===== src/rtl/pwm_duty_ramp.sv =====
// pwm_duty_ramp: duty-cycle sequencer for the PWM datapath.
// Accepts ramp commands (target, step, rate) over valid/ready and walks the
// registered duty output toward the target in fixed steps, updating only on
// PWM period boundaries so the datapath never sees a mid-period change.
module pwm_duty_ramp #(
    parameter int n     = 8,
    parameter int DIV_W = 8
) (
    input  logic             clk,
    input  logic             reset,
    input  logic             cmd_valid,
    output logic             cmd_ready,
    input  logic [n-1:0]     cmd_target,
    input  logic [n-1:0]     cmd_step,
    input  logic [DIV_W-1:0] cmd_rate,
    input  logic             abort,
    input  logic             period_tick,
    output logic [n-1:0]     duty,
    output logic             busy,
    output logic             done
);

    typedef enum logic [0:0] {
        ST_IDLE = 1'b0,
        ST_RAMP = 1'b1
    } state_t;

    localparam logic [n-1:0]     DUTY_ZERO = {n{1'b0}};
    localparam logic [n-1:0]     DUTY_ONE  = {{(n-1){1'b0}}, 1'b1};
    localparam logic [DIV_W-1:0] DIV_ZERO  = {DIV_W{1'b0}};
    localparam logic [DIV_W-1:0] DIV_ONE   = {{(DIV_W-1){1'b0}}, 1'b1};

    // Registered state and internals
    state_t             state_r;
    logic [n-1:0]       tgt_r;
    logic [n-1:0]       stp_r;
    logic [DIV_W-1:0]   rate_r;
    logic [DIV_W-1:0]   div_cnt_r;
    logic [n-1:0]       duty_r;
    logic               done_r;
    logic               busy_r;
    logic               ready_r;

    // Next-state values
    state_t             state_s;
    logic [n-1:0]       tgt_s;
    logic [n-1:0]       stp_s;
    logic [DIV_W-1:0]   rate_s;
    logic [DIV_W-1:0]   div_cnt_s;
    logic [n-1:0]       duty_s;
    logic               done_s;

    // Step arithmetic helpers
    logic               up_s;
    logic [n-1:0]       diff_s;
    logic [n-1:0]       stepped_s;
    logic [n-1:0]       cmd_step_fix_s;

    assign duty      = duty_r;
    assign busy      = busy_r;
    assign done      = done_r;
    assign cmd_ready = ready_r;

    // Distance to target and the candidate next duty, always moving toward tgt
    always_comb begin
        up_s      = (tgt_r > duty_r);
        diff_s    = DUTY_ZERO;
        stepped_s = duty_r;
        if (up_s) begin
            diff_s    = tgt_r - duty_r;
            stepped_s = duty_r + stp_r;
        end else begin
            diff_s    = duty_r - tgt_r;
            stepped_s = duty_r - stp_r;
        end
        if (cmd_step == DUTY_ZERO) begin
            cmd_step_fix_s = DUTY_ONE;
        end else begin
            cmd_step_fix_s = cmd_step;
        end
    end

    // Next-state logic: command accept in IDLE, tick-paced stepping and abort in RAMP
    always_comb begin
        state_s   = state_r;
        tgt_s     = tgt_r;
        stp_s     = stp_r;
        rate_s    = rate_r;
        div_cnt_s = div_cnt_r;
        duty_s    = duty_r;
        done_s    = 1'b0;
        case (state_r)
            ST_IDLE: begin
                if (cmd_valid) begin
                    tgt_s     = cmd_target;
                    stp_s     = cmd_step_fix_s;
                    rate_s    = cmd_rate;
                    div_cnt_s = DIV_ZERO;
                    if (cmd_target == duty_r) begin
                        done_s  = 1'b1;
                        state_s = ST_IDLE;
                    end else begin
                        state_s = ST_RAMP;
                    end
                end else begin
                    state_s = ST_IDLE;
                end
            end
            ST_RAMP: begin
                if (abort) begin
                    // abort wins over a coincident tick: duty freezes, no done
                    state_s = ST_IDLE;
                end else if (period_tick) begin
                    if (div_cnt_r != rate_r) begin
                        div_cnt_s = div_cnt_r + DIV_ONE;
                    end else begin
                        div_cnt_s = DIV_ZERO;
                        if (diff_s <= stp_r) begin
                            // final step lands exactly on the target
                            duty_s  = tgt_r;
                            done_s  = 1'b1;
                            state_s = ST_IDLE;
                        end else begin
                            duty_s  = stepped_s;
                            state_s = ST_RAMP;
                        end
                    end
                end else begin
                    state_s = ST_RAMP;
                end
            end
            default: begin
                state_s = ST_IDLE;
            end
        endcase
    end

    // State and output registers with synchronous reset
    always_ff @(posedge clk) begin
        if (reset) begin
            state_r   <= ST_IDLE;
            tgt_r     <= DUTY_ZERO;
            stp_r     <= DUTY_ONE;
            rate_r    <= DIV_ZERO;
            div_cnt_r <= DIV_ZERO;
            duty_r    <= DUTY_ZERO;
            done_r    <= 1'b0;
            busy_r    <= 1'b0;
            ready_r   <= 1'b1;
        end else begin
            state_r   <= state_s;
            tgt_r     <= tgt_s;
            stp_r     <= stp_s;
            rate_r    <= rate_s;
            div_cnt_r <= div_cnt_s;
            duty_r    <= duty_s;
            done_r    <= done_s;
            busy_r    <= (state_s == ST_RAMP);
            ready_r   <= (state_s == ST_IDLE);
        end
    end

endmodule


===== config.mk =====
export PLATFORM = sky130hd
export DESIGN_NAME = pwm_duty_ramp
export DESIGN_NICKNAME = d
export VERILOG_FILES = /design/src/rtl/pwm_duty_ramp.sv
export SDC_FILE = /design/constraint.sdc
export NUM_CORES = 1
export LEC_CHECK = 0
export BUFFER_PORTS_ARGS = -buffer_cell sky130_fd_sc_hd__buf_2
export CAP_MARGIN = 10
export CORE_MARGIN = 2
export CORE_UTILIZATION = 59
export DETAILED_ROUTE_END_ITERATION = 6
export GPL_TIMING_DRIVEN = 0
export PLACE_DENSITY = 0.81
export SKIP_LAST_GASP = 1
export SYNTH_ARGS = -nofsm -noshare
export SYNTH_HDL_FRONTEND = slang
export SYNTH_SLANG_ARGS = --single-unit

===== constraint.sdc =====
create_clock -name clk -period 4.48 [get_ports clk]
set_input_delay 0 -clock clk [delete_from_list [all_inputs] [get_ports clk]]
set_output_delay 0 -clock clk [all_outputs]
set_load 0.05 [all_outputs]

== Yosys cells after proc, flatten, opt, wreduce, memory -nomap -nowiden ==
Cells that the tools add are included.

* Add/subtract/negate cells: 5
* $lt $le $gt $ge: 2
* Eq/ne operators: 5
* Multiplexer cells: 23
* Bitwise operators: 4
* Reductions and logical operators: 4

{| class="wikitable"
|+ Operators with widths
! kind !! count
|-
| 8-bit two-way mux || 8
|-
| 8-bit subtractor || 3
|-
| 8-bit one-hot mux with 2 select lines || 1
|-
| 1-bit two-way mux || 12
|-
| 8-bit by 1-bit adder with 8-bit output (second input constant) || 1
|-
| 8-bit adder || 1
|-
| 8-bit == test || 1
|-
| 8-bit > comparator || 1
|-
| 8-bit <= comparator || 1
|-
| 8-bit zero test || 1
|-
| 8-bit != test || 1
|-
| 2-bit != test (second input constant) || 3
|-
| 1-bit NOT || 4
|-
| 1-bit one-hot mux with 2 select lines || 2
|-
| 4-bit AND reduction || 1
|-
| 3-bit AND reduction || 1
|-
| 2-bit AND reduction || 1
|}

* Bits in registers: 43
* Input port bits: 29
* Output and inout port bits: 11
* Logic and storage cells: 51

== Longest topological paths before layout ==
* Depth in word-level cells: 9
* Depth in mapped cells: 19
* Mapped depth without buffers: 17

== Worst setup path before layout ==
OpenSTA, ideal clock, no wires.

* Path type: reg-to-reg
* Start point: register duty_r[1] (netlist: duty[1])
* End point: register ready_r (netlist: cmd_ready)
* Library setup time: 0.114 ns
* Arrival time: 4.185 ns
* Required time: 4.366 ns
* Setup slack: 0.181 ns
* Stages on the path, launching flop included: 16
* Path buffers: 0
* Period minus slack after synthesis: 4.299 ns
* Cell sequence: dfxtp_1 -> inv_1 -> fa_1 -> and3_4 -> o21a_4 -> o22ai_2 -> mux2_4 -> a2111o_1 -> o311a_1 -> ha_1 -> nand4_1 -> nand2b_1 -> a21oi_2 -> nor2_1 -> a311o_1 -> a21o_1

* Cells in the longest elaborated chain, start to end: 9
* Elaborated cells between the ends (all ways): 14
* Classes of those cells: add/sub (2); order compare (2); eq/ne (1); mux (8); bitwise (1)

{| class="wikitable"
|+ Ends and longest elaborated chain
! what !! line !! text
|-
| from (decl) || 39 || <nowiki>logic [n-1:0] duty_r;</nowiki>
|-
| from (signal assigned) || 156 || <nowiki>duty_r <= duty_s;</nowiki>
|-
| 8-bit subtractor (tied with other cells) || 73 || <nowiki>diff_s = duty_r - tgt_r;</nowiki>
|-
| 8-bit two-way mux || 69 || <nowiki>if (up_s) begin</nowiki>
|-
| 8-bit <= comparator || 118 || <nowiki>if (diff_s <= stp_r) begin</nowiki>
|-
| 1-bit two-way mux || 118 ||
|-
| 1-bit two-way mux || 114 || <nowiki>if (div_cnt_r != rate_r) begin</nowiki>
|-
| 1-bit two-way mux || 113 || <nowiki>end else if (period_tick) begin</nowiki>
|-
| 1-bit two-way mux || 110 || <nowiki>if (abort) begin</nowiki>
|-
| 1-bit one-hot mux with 2 select lines (*) || 92 || <nowiki>case (state_r)</nowiki>
|-
| 1-bit NOT (*) || 159 || <nowiki>ready_r <= (state_s == ST_IDLE);</nowiki>
|-
| to (signal assigned) || 159 ||
|-
| to (decl) || 42 || <nowiki>logic ready_r;</nowiki>
|}

Every way passes the cells marked *; elsewhere a longest branch is shown, timed or not.
A chain may end at the register's enable or synchronous reset.

== Worst setup path after layout ==
* Start point: register duty_r[0] (netlist: duty[0])
* End point: register ready_r (netlist: cmd_ready)

The elaborated chain is that of the path after synthesis.

==> insert_results.sql <==
INSERT INTO impl_metrics (metric_group, metric, value, unit) VALUES
('die', 'fp.dieArea', '6300', 'µm²'),
('setup_path', 'critPathMostFrequentCell', 'sky130_fd_sc_hd__ha_1', ''),
('timing', 'max_slew_headroom_at_the_worst_pin', '0.607', ''),
('hold_path', 'min_path_type', 'primary input to register', ''),
('synthesis', 'post_synth_and_or_nand_nor_area_fraction', '0.191', ''),
('synthesis', 'fraction_of_post_synthesis_cell_area_in_the_top_cell_type_by_area', '0.257', ''),
('global_route', 'overflow', '0', ''),
('status', 'status', 'finished, final reports clean', ''),
('clocking', 'clock_tree.root_cell', 'sky130_fd_sc_hd__clkbuf_8', ''),
('die', 'floorplan.initialDensity', '0.609', ''),
('power_and_ir_drop', 'seq_power_share', '0.319', ''),
('timing', 'final-hold-violation-count', '0', ''),
('global_route', 'grt_pass1_wl', '15500', 'µm'),
('placement', 'finalWeightedCongestion', '0.857', ''),
('setup_path', 'crit_path_max_fanout', '8', ''),
('timing', 'fmaxAchievable', '233', 'MHz'),
('timing', 'grt_setup_unrepaired', 'no', ''),
('synthesis', 'synth_xor_xnor_area_share', '0.0799', ''),
('synthesis', 'synth-seq-cells', '43', ''),
('timing', 'finalWorstSetupSlack', '180', 'ps'),
('power_and_ir_drop', 'total_power', '0.00131', 'W'),
('synthesis', 'ys_top_cells_by_count', 'sky130_fd_sc_hd__nand2_1, sky130_fd_sc_hd__a21oi_1, sky130_fd_sc_hd__dfxtp_1', ''),
('power_and_ir_drop', 'power.switching_fraction', '0.388', ''),
('clocking', 'clk-insertion-delay-late', '310', 'ps'),
('setup_path', 'critPathSlowestCell', 'sky130_fd_sc_hd__dfxtp_1', ''),
('setup_path', 'critPathCaptureType', 'register', ''),
('global_route', 'grtUsageTotal', '0.310', ''),
('clocking', 'clock_tree_from_tritoncts', 'done', ''),
('clocking', 'clk_transition_reported_paths', '90', 'ps'),
('setup_path', 'critical_path_required', '4690', 'ps'),
('timing', 'min_period_over_period', '0.960', ''),
('timing', 'final_layout_setup_total_negative_slack', '0', 'ps'),
('synthesis', 'synthDistinctLibCells', '62', ''),
('die', 'floorplan.core_area', '5510', 'µm²'),
('finish', 'antenna-diode-count', '0', ''),
('die', 'die_y', '79.4', 'µm'),
('synthesis', 'yosys.cell_count.top_type', 'sky130_fd_sc_hd__nand2_1', ''),
('power_and_ir_drop', 'switchingPower', '0.000509', 'W'),
('setup_path', 'max_stage_delay', '430', 'ps'),
('detailed_routing', 'vias', '3349', ''),
('clocking', 'postCtsSetupBuffers', '0', ''),
('clocking', 'number_of_buffers_created_by_cts', '5', ''),
('synthesis', 'synth-edff-count', '0', ''),
('setup_path', 'worstSetupStartpointType', 'register', ''),
('power_and_ir_drop', 'p_comb_frac', '0.466', ''),
('timing', 'setup_viol', '0', ''),
('die', 'rows', '27', ''),
('synthesis', 'synthesis.nets', '487', ''),
('detailed_routing', 'viasPerCell', '5.95', ''),
('detailed_routing', 'drt_first_pass_iters', '5', ''),
('synthesis', 'yosysSeqAreaShare', '0.257', ''),
('synthesis', 'main_combinational_cell_family_by_area_after_synthesis', 'compound AO/OA/AOI/OAI gates', ''),
('synthesis', 'post_synth.cell_area_avg', '7.93', 'µm²'),
('placement', 'buffer_ports.inserted', '38', ''),
('synthesis', 'synth-warning-count', '0', ''),
('clocking', 'clkSinkCount', '43', ''),
('detailed_routing', 'wirelength', '9160', 'µm'),
('detailed_routing', 'drt.antenna.violating_nets', '0', ''),
('detailed_routing', 'route.detailed.wl_per_inst', '16.3', 'µm'),
('finish', 'num-nets-final', '554', ''),
('power_and_ir_drop', 'max-vdd-ir-drop', '0.000241', 'V'),
('synthesis', 'postSynthCellCount', '423', ''),
('power_and_ir_drop', 'areal_power_density_over_the_cells', '330', 'nW/µm²'),
('finish', 'syn_to_final_growth', '18.5', '%'),
('synthesis', 'synthMuxAreaShare', '0.0272', ''),
('clocking', 'clockBufferDepth', '2', ''),
('run', 'drv.max_cap_violation_count', '0', ''),
('clocking', 'htreeDepth', '2', ''),
('timing', 'maxSlewViolCount', '0', ''),
('placement', 'dp.final_hpwl', '6760', 'µm'),
('power_and_ir_drop', 'p_leak', '1.65', 'nW');
## through the flow
step	util	std cells	cell area, µm²	hold WS, ps
4_1_cts	0.721	564	3970	34.8
5_1_grt	0.722	563	3970	70.4
6_report	0.722	563	3970	43.7
3_5_place_dp	0.660	533	3630	247
2_1_floorplan	-	423	3350	136
3_3_place_gp	0.660	533	3630	242
## routing by layer
metal / global-route usage / wire [µm]
met2: 0.591 / 4810
met3: 0.0362 / 354
met1: 0.360 / 3820
met5: 0 / 0
met4: 0.0966 / 171
## kinds of logic (layout without fill, tap and decap cells)
| kind of cell | count (synthesis) | after routing |
|---|---|---|
| and+or+nand+nor | 136 | 136 |
| AOI/OAI and AO/OA | 126 | 126 |
| buffers and inverters | 46 | 114 |
| DFF | 43 | 43 |
| adders and majority gates | 35 | 35 |
| xor gates and xnor gates | 29 | 29 |
| muxes | 8 | 8 |
## layout make-up
class,instances,area (µm²)
Fill cell,421,1530
Inverter,28,105
Clock inverter,1,7.51
Timing Repair Buffer,61,420
Sequential cell,43,862
Buffer,17,98.8
Clock buffer,7,96.3
Multi-Input combinational cell,334,2290
Tap cell,72,90.1
## path summary, 6_finish.rpt
kind               startpoint   endpoint  slack, ps  cells after the start
hold / removal    cmd_step[0]   stp_r[0]         40                      4
setup reg to reg      duty[0]  cmd_ready        180                     16
hold reg to reg      stp_r[5]   stp_r[5]        470                      2
setup / recovery      duty[0]  cmd_ready        180                     16
## cells in the final DEF, fill, tap and decap left out, types with 4 or more instances in the layout
cell type | synthesis | routed
sky130_fd_sc_hd__a21o_1 | 5 | 5
sky130_fd_sc_hd__xnor2_1 | 17 | 17
sky130_fd_sc_hd__buf_2 | 1 | 39
sky130_fd_sc_hd__a21oi_1 | 48 | 48
sky130_fd_sc_hd__a211oi_1 | 7 | 7
sky130_fd_sc_hd__dfxtp_1 | 43 | 42
sky130_fd_sc_hd__inv_1 | 28 | 28
sky130_fd_sc_hd__o21ai_0 | 24 | 24
sky130_fd_sc_hd__o21a_1 | 5 | 4
sky130_fd_sc_hd__nor3_1 | 8 | 8
sky130_fd_sc_hd__o211ai_1 | 6 | 6
sky130_fd_sc_hd__xor2_1 | 11 | 11
sky130_fd_sc_hd__nand3_1 | 5 | 5
sky130_fd_sc_hd__mux2i_1 | 5 | 5
sky130_fd_sc_hd__and3_1 | 4 | 4
sky130_fd_sc_hd__nand4_1 | 6 | 6
sky130_fd_sc_hd__nor2_1 | 22 | 22
sky130_fd_sc_hd__clkbuf_1 | 11 | 10
sky130_fd_sc_hd__dlygate4sd3_1 | 0 | 23
sky130_fd_sc_hd__clkbuf_8 | 0 | 7
sky130_fd_sc_hd__nand2_1 | 64 | 64
sky130_fd_sc_hd__ha_1 | 32 | 32
sky130_fd_sc_hd__nor4_1 | 6 | 6
sky130_fd_sc_hd__nand3b_1 | 5 | 5
## repair_timing
action                                  4_1_cts  5_1_grt
resized for setup                             1        2
endpoints found under the setup margin        4        9
hold buffers                                 23        0
hold endpoints to repair                     23        0
## registers in the layout, summed over array words and instances, names as in the netlist
name / flops
rate_r: 8
tgt_r: 8
done: 1
stp_r: 8
cmd_ready: 1
duty: 8
busy: 1
div_cnt_r: 8
## power by group through the flow
stage	Combinational [W]	Sequential (W)	Clock, W
6_report	0.000611	0.000418	0.000283
5_1_grt	0.000671	0.000421	0.000295
4_1_cts	0.000598	0.000417	0.000279
3_5_place_dp	0.000580	0.000426	0
3_3_place_gp	0.000565	0.000426	0
2_1_floorplan	0.000447	0.000433	0
## critical path: cells and delay by family, from the launching register on
| family | cells | cell delay [ps] |
|---|---|---|
| AND/OR/NAND/NOR | 4 | 660 |
| AO/OA/AOI/OAI | 7 | 1820 |
| adder cells (fa/ha/maj) | 3 | 910 |
| flip-flops | 1 | 430 |
| multiplexers | 1 | 330 |
| buffers and inverters | 1 | 60 |
Power figures use the tool's default switching activity.
